## config.mk

```make
export PLATFORM = sky130hd
export DESIGN_NAME = fixed_point_divider_flat
export DESIGN_NICKNAME = d
export VERILOG_FILES = /design/src/rtl/fixed_point_pkg.sv /design/src/rtl/fixed_point_divider_if.sv /design/src/rtl/fixed_point_div_step.sv /design/src/rtl/fixed_point_divider.sv /design/src/flat_wrapper.sv
export SDC_FILE = /design/constraint.sdc
export NUM_CORES = 1
export LEC_CHECK = 0
export ABC_AREA = 1
export BUFFER_PORTS_ARGS = -buffer_cell sky130_fd_sc_hd__buf_2
export CAP_MARGIN = 40
export CORE_ASPECT_RATIO = 1.2
export CORE_MARGIN = 8
export CORE_UTILIZATION = 35
export DETAILED_ROUTE_END_ITERATION = 8
export GPL_TIMING_DRIVEN = 1
export PLACE_DENSITY = 0.62
export SLEW_MARGIN = 20
export SYNTH_ARGS = -nofsm -noshare
export SYNTH_HDL_FRONTEND = slang
export SYNTH_SLANG_ARGS = --single-unit
export TNS_END_PERCENT = 10
```

## constraint.sdc

```tcl
create_clock -name clk -period 2 [get_ports clk]
set_input_delay 0.6 -clock clk [delete_from_list [all_inputs] [get_ports clk]]
set_output_delay 0.6 -clock clk [all_outputs]
set_load 0.01 [all_outputs]
```

## src/rtl/fixed_point_pkg.sv

```systemverilog
// Shared constants and types for the sign-magnitude Q7.8 arithmetic units.
package fixed_point_pkg;
  localparam int SIGN   = 15;
  localparam int INT_W  = 7;
  localparam int FRAC_W = 8;
  localparam int MAG_W  = INT_W + FRAC_W;   // 15-bit magnitude
  localparam int WORD_W = MAG_W + 1;
  localparam int DVD_W  = MAG_W + FRAC_W;   // pre-scaled dividend / raw quotient
  localparam int REM_W  = MAG_W + 1;        // one spare bit so the compare never wraps
  localparam int CNT_W  = 5;

  localparam logic [1:0] OP_ADD = 2'd0;
  localparam logic [1:0] OP_SUB = 2'd1;
  localparam logic [1:0] OP_MUL = 2'd2;

  localparam logic [MAG_W-1:0] SAT_MAG  = 15'h7FFF;
  localparam logic [CNT_W-1:0] LAST_BIT = CNT_W'(DVD_W - 1);

  typedef enum logic [1:0] {IDLE, DIV, DONE} state_t;
endpackage

```

## src/rtl/fixed_point_divider_if.sv

```systemverilog
// Operand/result handshake bundle for the Q7.8 divider.
interface fixed_point_divider_if;
  import fixed_point_pkg::*;

  logic              in_valid;
  logic              in_ready;
  logic [WORD_W-1:0] din_a;
  logic [WORD_W-1:0] din_b;
  logic              out_valid;
  logic              out_ready;
  logic [WORD_W-1:0] dout;
  logic              div0;
  logic              ovf;

  modport master (output in_valid, din_a, din_b, out_ready,
                  input  in_ready, out_valid, dout, div0, ovf);
  modport slave  (input  in_valid, din_a, din_b, out_ready,
                  output in_ready, out_valid, dout, div0, ovf);
endinterface

```

## src/rtl/fixed_point_div_step.sv

```systemverilog
// One restoring-division step: shift in a dividend bit, trial-subtract the divisor.
module fixed_point_div_step
  import fixed_point_pkg::*;
(
  input  logic [REM_W-1:0] rem,
  input  logic             dvd_msb,
  input  logic [MAG_W-1:0] mag_b,
  output logic [REM_W-1:0] rem_nxt,
  output logic             q_bit
);
  logic [REM_W-1:0] shifted;
  logic [REM_W-1:0] divisor;

  assign shifted = {rem[REM_W-2:0], dvd_msb};
  assign divisor = {1'b0, mag_b};
  assign q_bit   = (shifted >= divisor);
  assign rem_nxt = q_bit ? (shifted - divisor) : shifted;
endmodule

```

## src/rtl/fixed_point_divider.sv

```systemverilog
// Sequential sign-magnitude Q7.8 divider, one quotient bit per cycle, saturating.
module fixed_point_divider
  import fixed_point_pkg::*;
(
  input  logic                  clk,
  input  logic                  rst_n,
  fixed_point_divider_if.slave  bus
);
  state_t            state, state_nxt;
  logic              sign_q;
  logic [MAG_W-1:0]  mag_b_q;
  logic [DVD_W-1:0]  dvd_q, quo_q, quo_nxt;
  logic [REM_W-1:0]  rem_q, rem_nxt;
  logic [CNT_W-1:0]  cnt_q;
  logic [WORD_W-1:0] dout_q;
  logic              div0_q, ovf_q;
  logic              accept, q_bit, res_ovf;
  logic [MAG_W-1:0]  res_mag;

  assign accept = (state == IDLE) && bus.in_valid;

  fixed_point_div_step u_step (
    .rem     (rem_q),
    .dvd_msb (dvd_q[DVD_W-1]),
    .mag_b   (mag_b_q),
    .rem_nxt (rem_nxt),
    .q_bit   (q_bit)
  );

  assign quo_nxt = {quo_q[DVD_W-2:0], q_bit};

  always_comb begin
    res_ovf = (quo_nxt[DVD_W-1:MAG_W] != '0);
    res_mag = res_ovf ? SAT_MAG : quo_nxt[MAG_W-1:0];
  end

  always_ff @(posedge clk or negedge rst_n)
    if (!rst_n) state <= IDLE;
    else        state <= state_nxt;

  // A zero divisor is resolved in the first DIV cycle so the result lands one edge after accept.
  always_comb begin
    state_nxt = state;
    case (state)
      IDLE:    if (bus.in_valid) state_nxt = DIV;
      DIV:     if (mag_b_q == '0 || cnt_q == '0) state_nxt = DONE;
      DONE:    if (bus.out_ready) state_nxt = IDLE;
      default: state_nxt = IDLE;
    endcase
  end

  always_ff @(posedge clk or negedge rst_n) begin
    if (!rst_n) begin
      sign_q  <= 1'b0;
      mag_b_q <= '0;
      dvd_q   <= '0;
      quo_q   <= '0;
      rem_q   <= '0;
      cnt_q   <= '0;
      dout_q  <= '0;
      div0_q  <= 1'b0;
      ovf_q   <= 1'b0;
    end else if (accept) begin
      sign_q  <= bus.din_a[SIGN] ^ bus.din_b[SIGN];
      mag_b_q <= bus.din_b[MAG_W-1:0];
      dvd_q   <= {bus.din_a[MAG_W-1:0], {FRAC_W{1'b0}}};
      quo_q   <= '0;
      rem_q   <= '0;
      cnt_q   <= LAST_BIT;
    end else if (state == DIV) begin
      if (mag_b_q == '0) begin
        dout_q <= {sign_q, SAT_MAG};
        div0_q <= 1'b1;
        ovf_q  <= 1'b0;
      end else begin
        rem_q <= rem_nxt;
        dvd_q <= {dvd_q[DVD_W-2:0], 1'b0};
        quo_q <= quo_nxt;
        cnt_q <= cnt_q - 1'b1;
        if (cnt_q == '0) begin
          // Zero magnitude never carries a sign.
          dout_q <= {sign_q && (res_mag != '0), res_mag};
          div0_q <= 1'b0;
          ovf_q  <= res_ovf;
        end
      end
    end
  end

  assign bus.in_ready  = (state == IDLE);
  assign bus.out_valid = (state == DONE);
  assign bus.dout      = dout_q;
  assign bus.div0      = div0_q;
  assign bus.ovf       = ovf_q;
endmodule

```

## src/flat_wrapper.sv

```systemverilog
// flat-port wrapper written by rule: the top's interface ports become plain ports
module fixed_point_divider_flat import fixed_point_pkg::*;
  (clk, rst_n, bus_in_valid, bus_din_a, bus_din_b, bus_out_ready, bus_in_ready, bus_out_valid, bus_dout, bus_div0, bus_ovf);
  fixed_point_divider_if bus_i ();
  input  logic clk;
  input  logic rst_n;
  input wire logic [$bits(bus_i.in_valid)-1:0] bus_in_valid;
  input wire logic [$bits(bus_i.din_a)-1:0] bus_din_a;
  input wire logic [$bits(bus_i.din_b)-1:0] bus_din_b;
  input wire logic [$bits(bus_i.out_ready)-1:0] bus_out_ready;
  output wire logic [$bits(bus_i.in_ready)-1:0] bus_in_ready;
  output wire logic [$bits(bus_i.out_valid)-1:0] bus_out_valid;
  output wire logic [$bits(bus_i.dout)-1:0] bus_dout;
  output wire logic [$bits(bus_i.div0)-1:0] bus_div0;
  output wire logic [$bits(bus_i.ovf)-1:0] bus_ovf;
  assign bus_i.in_valid = bus_in_valid;
  assign bus_i.din_a = bus_din_a;
  assign bus_i.din_b = bus_din_b;
  assign bus_i.out_ready = bus_out_ready;
  assign bus_in_ready = bus_i.in_ready;
  assign bus_out_valid = bus_i.out_valid;
  assign bus_dout = bus_i.dout;
  assign bus_div0 = bus_i.div0;
  assign bus_ovf = bus_i.ovf;
  fixed_point_divider u_core (.clk(clk), .rst_n(rst_n), .bus(bus_i));
endmodule
```

After elaboration in Yosys (flattened, before gate mapping)
Cells that the tools add are included.
{ "totals": {"register_bits": 101, "latch_bits": 0, "ram_bits": 0, "romBits": 0, "output_inout_bits": 20, "mem_count": 0} }
{ "classes": {"n_addsub": 2, "mul": 0, "n_div": 0, "magnitude_cmp": 1, "eq_ne": 6, "shift": 0, "n_mux": 24, "bitwise": 2, "reduce_logical": 13} }
{ "ops": {"columns": ["cell", "count"], "rows": [
  ["$mux 15", 5],
  ["$mux 23", 3],
  ["$mux 22", 3],
  ["$mux 16", 2],
  ["$ge 16x15->1", 1],
  ["$logic_not 15->1", 1],
  ["$mux 5", 3],
  ["$reduce_bool 15->1", 1],
  ["$sub 15x15->15", 1],
  ["$reduce_bool 8->1", 1],
  ["$mux 2", 3],
  ["$pmux 2 s3", 1],
  ["$reduce_and 3->1", 2],
  ["$logic_not 5->1", 1],
  ["$sub 5x1->5 const B", 1],
  ["$mux 1", 4],
  ["$ne 2x1->1 const B", 2],
  ["$ne 2x2->1 const B", 2],
  ["$reduce_bool 2->1", 2],
  ["$eq 2x1->1 const B", 1],
  ["$eq 2x2->1 const B", 1],
  ["$logic_and 1x1->1", 2],
  ["$logic_not 2->1", 1],
  ["$reduce_and 2->1", 1],
  ["other kinds (3)", 3]
]} }

Logic depth before layout (Yosys ltp)
{ "logic_depth": {"word_depth": 6, "depth_mapped": 14, "depth_no_buf": 14} }

By module
Synthesis repeated with hierarchy kept, for this count alone.
{ "hier_totals": {"hier_cells": 747, "hier_area_um2": 5461.5} }
{ "by_module_without_submodules": {"columns": ["module", "instances", "cells_per_inst", "area_each_um2"], "rows": [
  ["fixed_point_divider", 1, 483, 4176.5],
  ["fixed_point_div_step", 1, 264, 1285.0]
]} }

Worst setup path after synthesis
Ideal clock, no wire load.
{ "synth_path": {"path_kind": "register to register", "startpoint": "register u_core.dvd_q[22]", "endpoint": "register u_core.rem_q[13]", "setup_time_ns": 0.116, "t_arrival_ns": 1.787, "path_slack_ns": 0.096, "stages_incl_launch_ff": 15, "period_less_slack_ns": 1.904, "path_cell_list": "dfrtp_1 -> inv_1 -> ha_1 -> fa_1 -> inv_1 -> nand2_1 -> nand2_1 -> nand3b_1 -> nand2_2 -> nand2_2 -> nand3_4 -> buf_6 -> nand3_1 -> nand2_1 -> nand2_1"} }
{ "synth_between": {"elab_chain_len": 5} }
{ "synth_lines": {"columns": ["element", "line_no", "source"], "rows": [
  ["start, declared", "fixed_point_divider.sv:12", "logic [DVD_W-1:0] dvd_q, quo_q, quo_nxt;"],
  ["start signal, assigned", "fixed_point_divider.sv:66", "dvd_q <= {bus.din_a[MAG_W-1:0], {FRAC_W{1'b0}}};"],
  ["start signal, assigned", "fixed_point_divider.sv:77", "dvd_q <= {dvd_q[DVD_W-2:0], 1'b0};"],
  ["$sub 15x15->15 or $ge 16x15->1 (tied branches)", "fixed_point_div_step.sv:17, fixed_point_div_step.sv:16", null],
  ["$mux 15 (*)", "fixed_point_div_step.sv:17", "assign rem_nxt = q_bit ? (shifted - divisor) : shifted;"],
  ["$mux 15 (*)", "fixed_point_divider.sv:71", "if (mag_b_q == '0) begin"],
  ["$mux 15 (*)", "fixed_point_divider.sv:70", "end else if (state == DIV) begin"],
  ["$mux 15 (*)", "fixed_point_divider.sv:63", "end else if (accept) begin"],
  ["end signal, assigned", "fixed_point_divider.sv:76", "rem_q <= rem_nxt;"],
  ["end, declared", "fixed_point_divider.sv:13", "logic [REM_W-1:0] rem_q, rem_nxt;"]
]} }
Mark *: on every way between the ends. The rest lies on a longest branch, timed or not. The select of a mux whose other input is x is not followed.
A chain may end at the register's enable or synchronous reset.

Worst setup path in the final report
{ "layout_path": {"startpoint": "register u_core.mag_b_q[0]", "endpoint": "register u_core.rem_q[1]"} }
{ "layout_between": {"elab_chain_len": 5} }
{ "layout_lines": {"columns": ["element", "line_no", "source"], "rows": [
  ["start, declared", "fixed_point_divider.sv:11", "logic [MAG_W-1:0] mag_b_q;"],
  ["start signal, assigned", "fixed_point_divider.sv:65", "mag_b_q <= bus.din_b[MAG_W-1:0];"],
  ["$sub 15x15->15 or $ge 16x15->1 (tied branches)", "fixed_point_div_step.sv:17, fixed_point_div_step.sv:16", null],
  ["$mux 15", "fixed_point_div_step.sv:17", null],
  ["$mux 15", "fixed_point_divider.sv:71", null],
  ["$mux 15", "fixed_point_divider.sv:70", null],
  ["$mux 15", "fixed_point_divider.sv:63", null]
]} }
Several ways; a longest one is shown, not always the timed one. The select of a mux whose other input is x is not followed.

==> reports/results.ini <==
[synth]
mappedNetlistArea_mm2=0.00516
syn-num-nets=735
yosys.cell_count.top_type=nand2_1
yosysUniqueCellTypes=34
ys_seq_area_share_pct=45.1
netlist_instances=681
synth_xor_area_share_pct=1.36
synth_top_area_share_pct=45.1
synthMuxAreaShare_pct=0
synth-edff-count=0
synth_compound_area_share_pct=8.23
synthAdderAreaFrac_pct=4.51
synth_area_leaders=dfrtp_1 45%, nand2_1 14%, nand3_1 8.9%, inv_1 7.0%, o21ai_0 4.7%
synth_largest_area_cell=dfrtp_1
synth_ff_type=dfrtp_1
yosys.area_share.simple_pct=31.0
async_reset_ff_share_pct=100
synth.ff_latch_count=93
synth_top_family_by_area=simple AND/OR/NAND/NOR gates
syn_area_per_cell_um2=7.57
synth_commonest_cells=189 x nand2_1, 96 x inv_1, 93 x dfrtp_1
yosys_warnings=0

[critical_path]
r2r_slack_ns=0.0008
timing.rr.start=u_core.mag_b_q[0]
crit_path_end_kind=flop
arrival_ns=2.24
critPathLaunchType=flop
reg2reg_to=u_core.rem_q[1]
ff2ff_path_depth=12
crit_fanout=8
worstSetupPathType=reg -> reg
crit_path_start=u_core.mag_b_q[0]
setup.worst_path.end=u_core.rem_q[1]
required_ns=2.24

[power_and_ir_drop]
clock_power_share_pct=14.6
switching_share_pct=45.9
p_switching_mw=6.06
total_power_mw=13.2
p_seq_share_pct=24.5
p_leak_nw=3.36
ir_worst_vdd_mv=1.15
p_per_area_mw_per_mm2=2050
p_int_mw=7.15
p_comb_share_pct=60.9

[global_route]
grt_use_met1_pct=18.1
grt_pass1_wl_um=23700
met2_usage_pct=26.8
busiest_layer=met2
grt_pass1_vias=4910
antenna_found_initial=0
use_met3_pct=2.65
grt_overflow=0
grt_max_degree=48
grt_usage_pct=15.3

[timing]
fin_skew_ns=0.00809
setup_viol=0
tightest_slew_ns=0.523
rsz0062_at_grt=true
maxSlewViolCount=0
hold_viol_final=0
fin_ws_ns=0.000835
max_freq_ghz=0.500
min_period_ns=2.00
fin_crit_sh_pct=100
hold_ws_ns=0.185
setup_tns_ns=0
slew_headroom_pct=65.0

[clock_tree]
numCtsBuffers=9
htreeDepth=3
cts_hold_buffers=0
root_buffer=clkbuf_16
clock_latency_ns=0.34
clock_path_buffers=2
clk_pin_slew_worst_paths_ns=0.07
cts.sinks=93
cts_tree=yes

[floorplanning]
dieArea_mm2=0.0189
num_rows=48
core_area_mm2=0.0144
ioPinCount=56
die_h_um=149
die_width_um=127
start_util_pct=35.8

[final_layout]
n_antenna_cell=0
final_core_util_pct=44.7
drive_gt1_share_pct=20.7
syn2layout_area_growth_pct=24.8
final_cells=954
nNetsFinal=828
fin_area_mm2=0.00644

[run]
cap_violations=0

[detailed_routing]
via_per_inst=4.99
drc_errors=0
vias=4764
ant_nets=0
wl_per_cell_um=14.6
drt_iter0_markers=258
wl_um=14000
drtPass1Iterations=4

[placed_design]
dp_hpwl_um=10100
place_congestion=0.852
numPortBuffers=55
pre_cts_slack_ns=-0.0281
dp_cells=933
placed_area_mm2=0.00597

[status]
status=finished, final reports clean

[min_path]
min_path_type=in -> async

[placed cells by master, fill, tap and decap left out, types with 2 or more instances in the layout]
cell type / n
nor2_1: 27
nand3_4: 3
buf_6: 2
a31oi_1: 6
bufinv_16: 2
nor2_2: 3
clkbuf_16: 9
o31ai_1: 4
buf_12: 7
xnor2_1: 7
nand3_2: 7
nand2_2: 12
a21oi_1: 15
nor3_1: 9
ha_1: 16
nand2_4: 2
o21ai_0: 48
clkbuf_8: 2
dfrtp_1: 93
nand3_1: 87
nand4_1: 22
buf_4: 41
buf_2: 54
nor2_4: 2
inv_2: 7
inv_1: 94
nand2_1: 184
[how the worst min path moves through the flow]
stage / startpoint / endpoint / slack [ns] / depth (start not counted)
final: rst_n / u_core.quo_q[8] / 0.18 / 1
after global routing: rst_n / u_core.quo_q[8] / 0.20 / 1
after CTS: rst_n / u_core.rem_q[13] / 0.19 / 1
after detailed placement: u_core.dvd_q[8] / u_core.dvd_q[8] / 0.46 / 2
after global placement: u_core.dvd_q[8] / u_core.dvd_q[8] / 0.46 / 2
after floorplan: rst_n / u_core.bus.div0 / 0.30 / 0
[critical path, stage by stage (launching register included)]
cell and delay, ns:
dfrtp_1 0.38, ha_2 0.19, fa_2 0.41, inv_2 0.08
nand2_2 0.05, nand2_1 0.05, nand3b_1 0.09, nand2_2 0.11
nand2_4 0.09, nand3_4 0.22, nand2_1 0.08, nand3_1 0.07
nand2_1 0.05
[power by group through the flow]
stage	Sequential (mW)	Clock (mW)	Combinational [mW]
floorplan	3.23	0	5.09
global placement	3.24	0	7.55
detailed placement	3.25	0	7.63
CTS	3.24	1.95	7.72
global route	3.34	2.02	9.10
finish	3.24	1.92	8.04
[state kept, by name, indices dropped and copies added (netlist names)]
name and flops:
u_core.bus.ovf 1, u_core.cnt_q 5, u_core.rem_q 15, u_core.state 2
u_core.sign_q 1, u_core.bus.dout 16, u_core.bus.div0 1, u_core.quo_q 22
u_core.mag_b_q 15, u_core.dvd_q 15
[layout make-up]
type                       instances  area, µm²
clock buffer                      11        253
sequential                        93       2330
tap                              175        219
clock inverter                     5       81.3
inverter                         102        383
multi-input combinational        463       2420
fill                            1485       7980
timing repair buffer             105        756
[logic make-up (layout without fill, tap and decap cells)]
logic type,after synthesis,count (layout)
compound gates,77,77
flops,93,93
fa+ha+maj,18,18
xor+xnor,8,8
simple gates,358,360
buf+inv,127,223
[metal layers]
layer  wire length (µm)  vias to the layer above
li1                   -                     2386
met1               6030                     2269
met2               7170                       85
met3                414                       24
met4                347                        0
met5                  0                        -
[timing repair]
action                                  4_1_cts  5_1_grt
setup buffers                                 0        3
gates cloned                                  1        1
pin swaps                                     0        7
endpoints found under the setup margin        6       41
gates resized for setup                       0       24
endpoints found under the hold margin         0        0
Note: power is estimated with default switching activity, not from simulation.
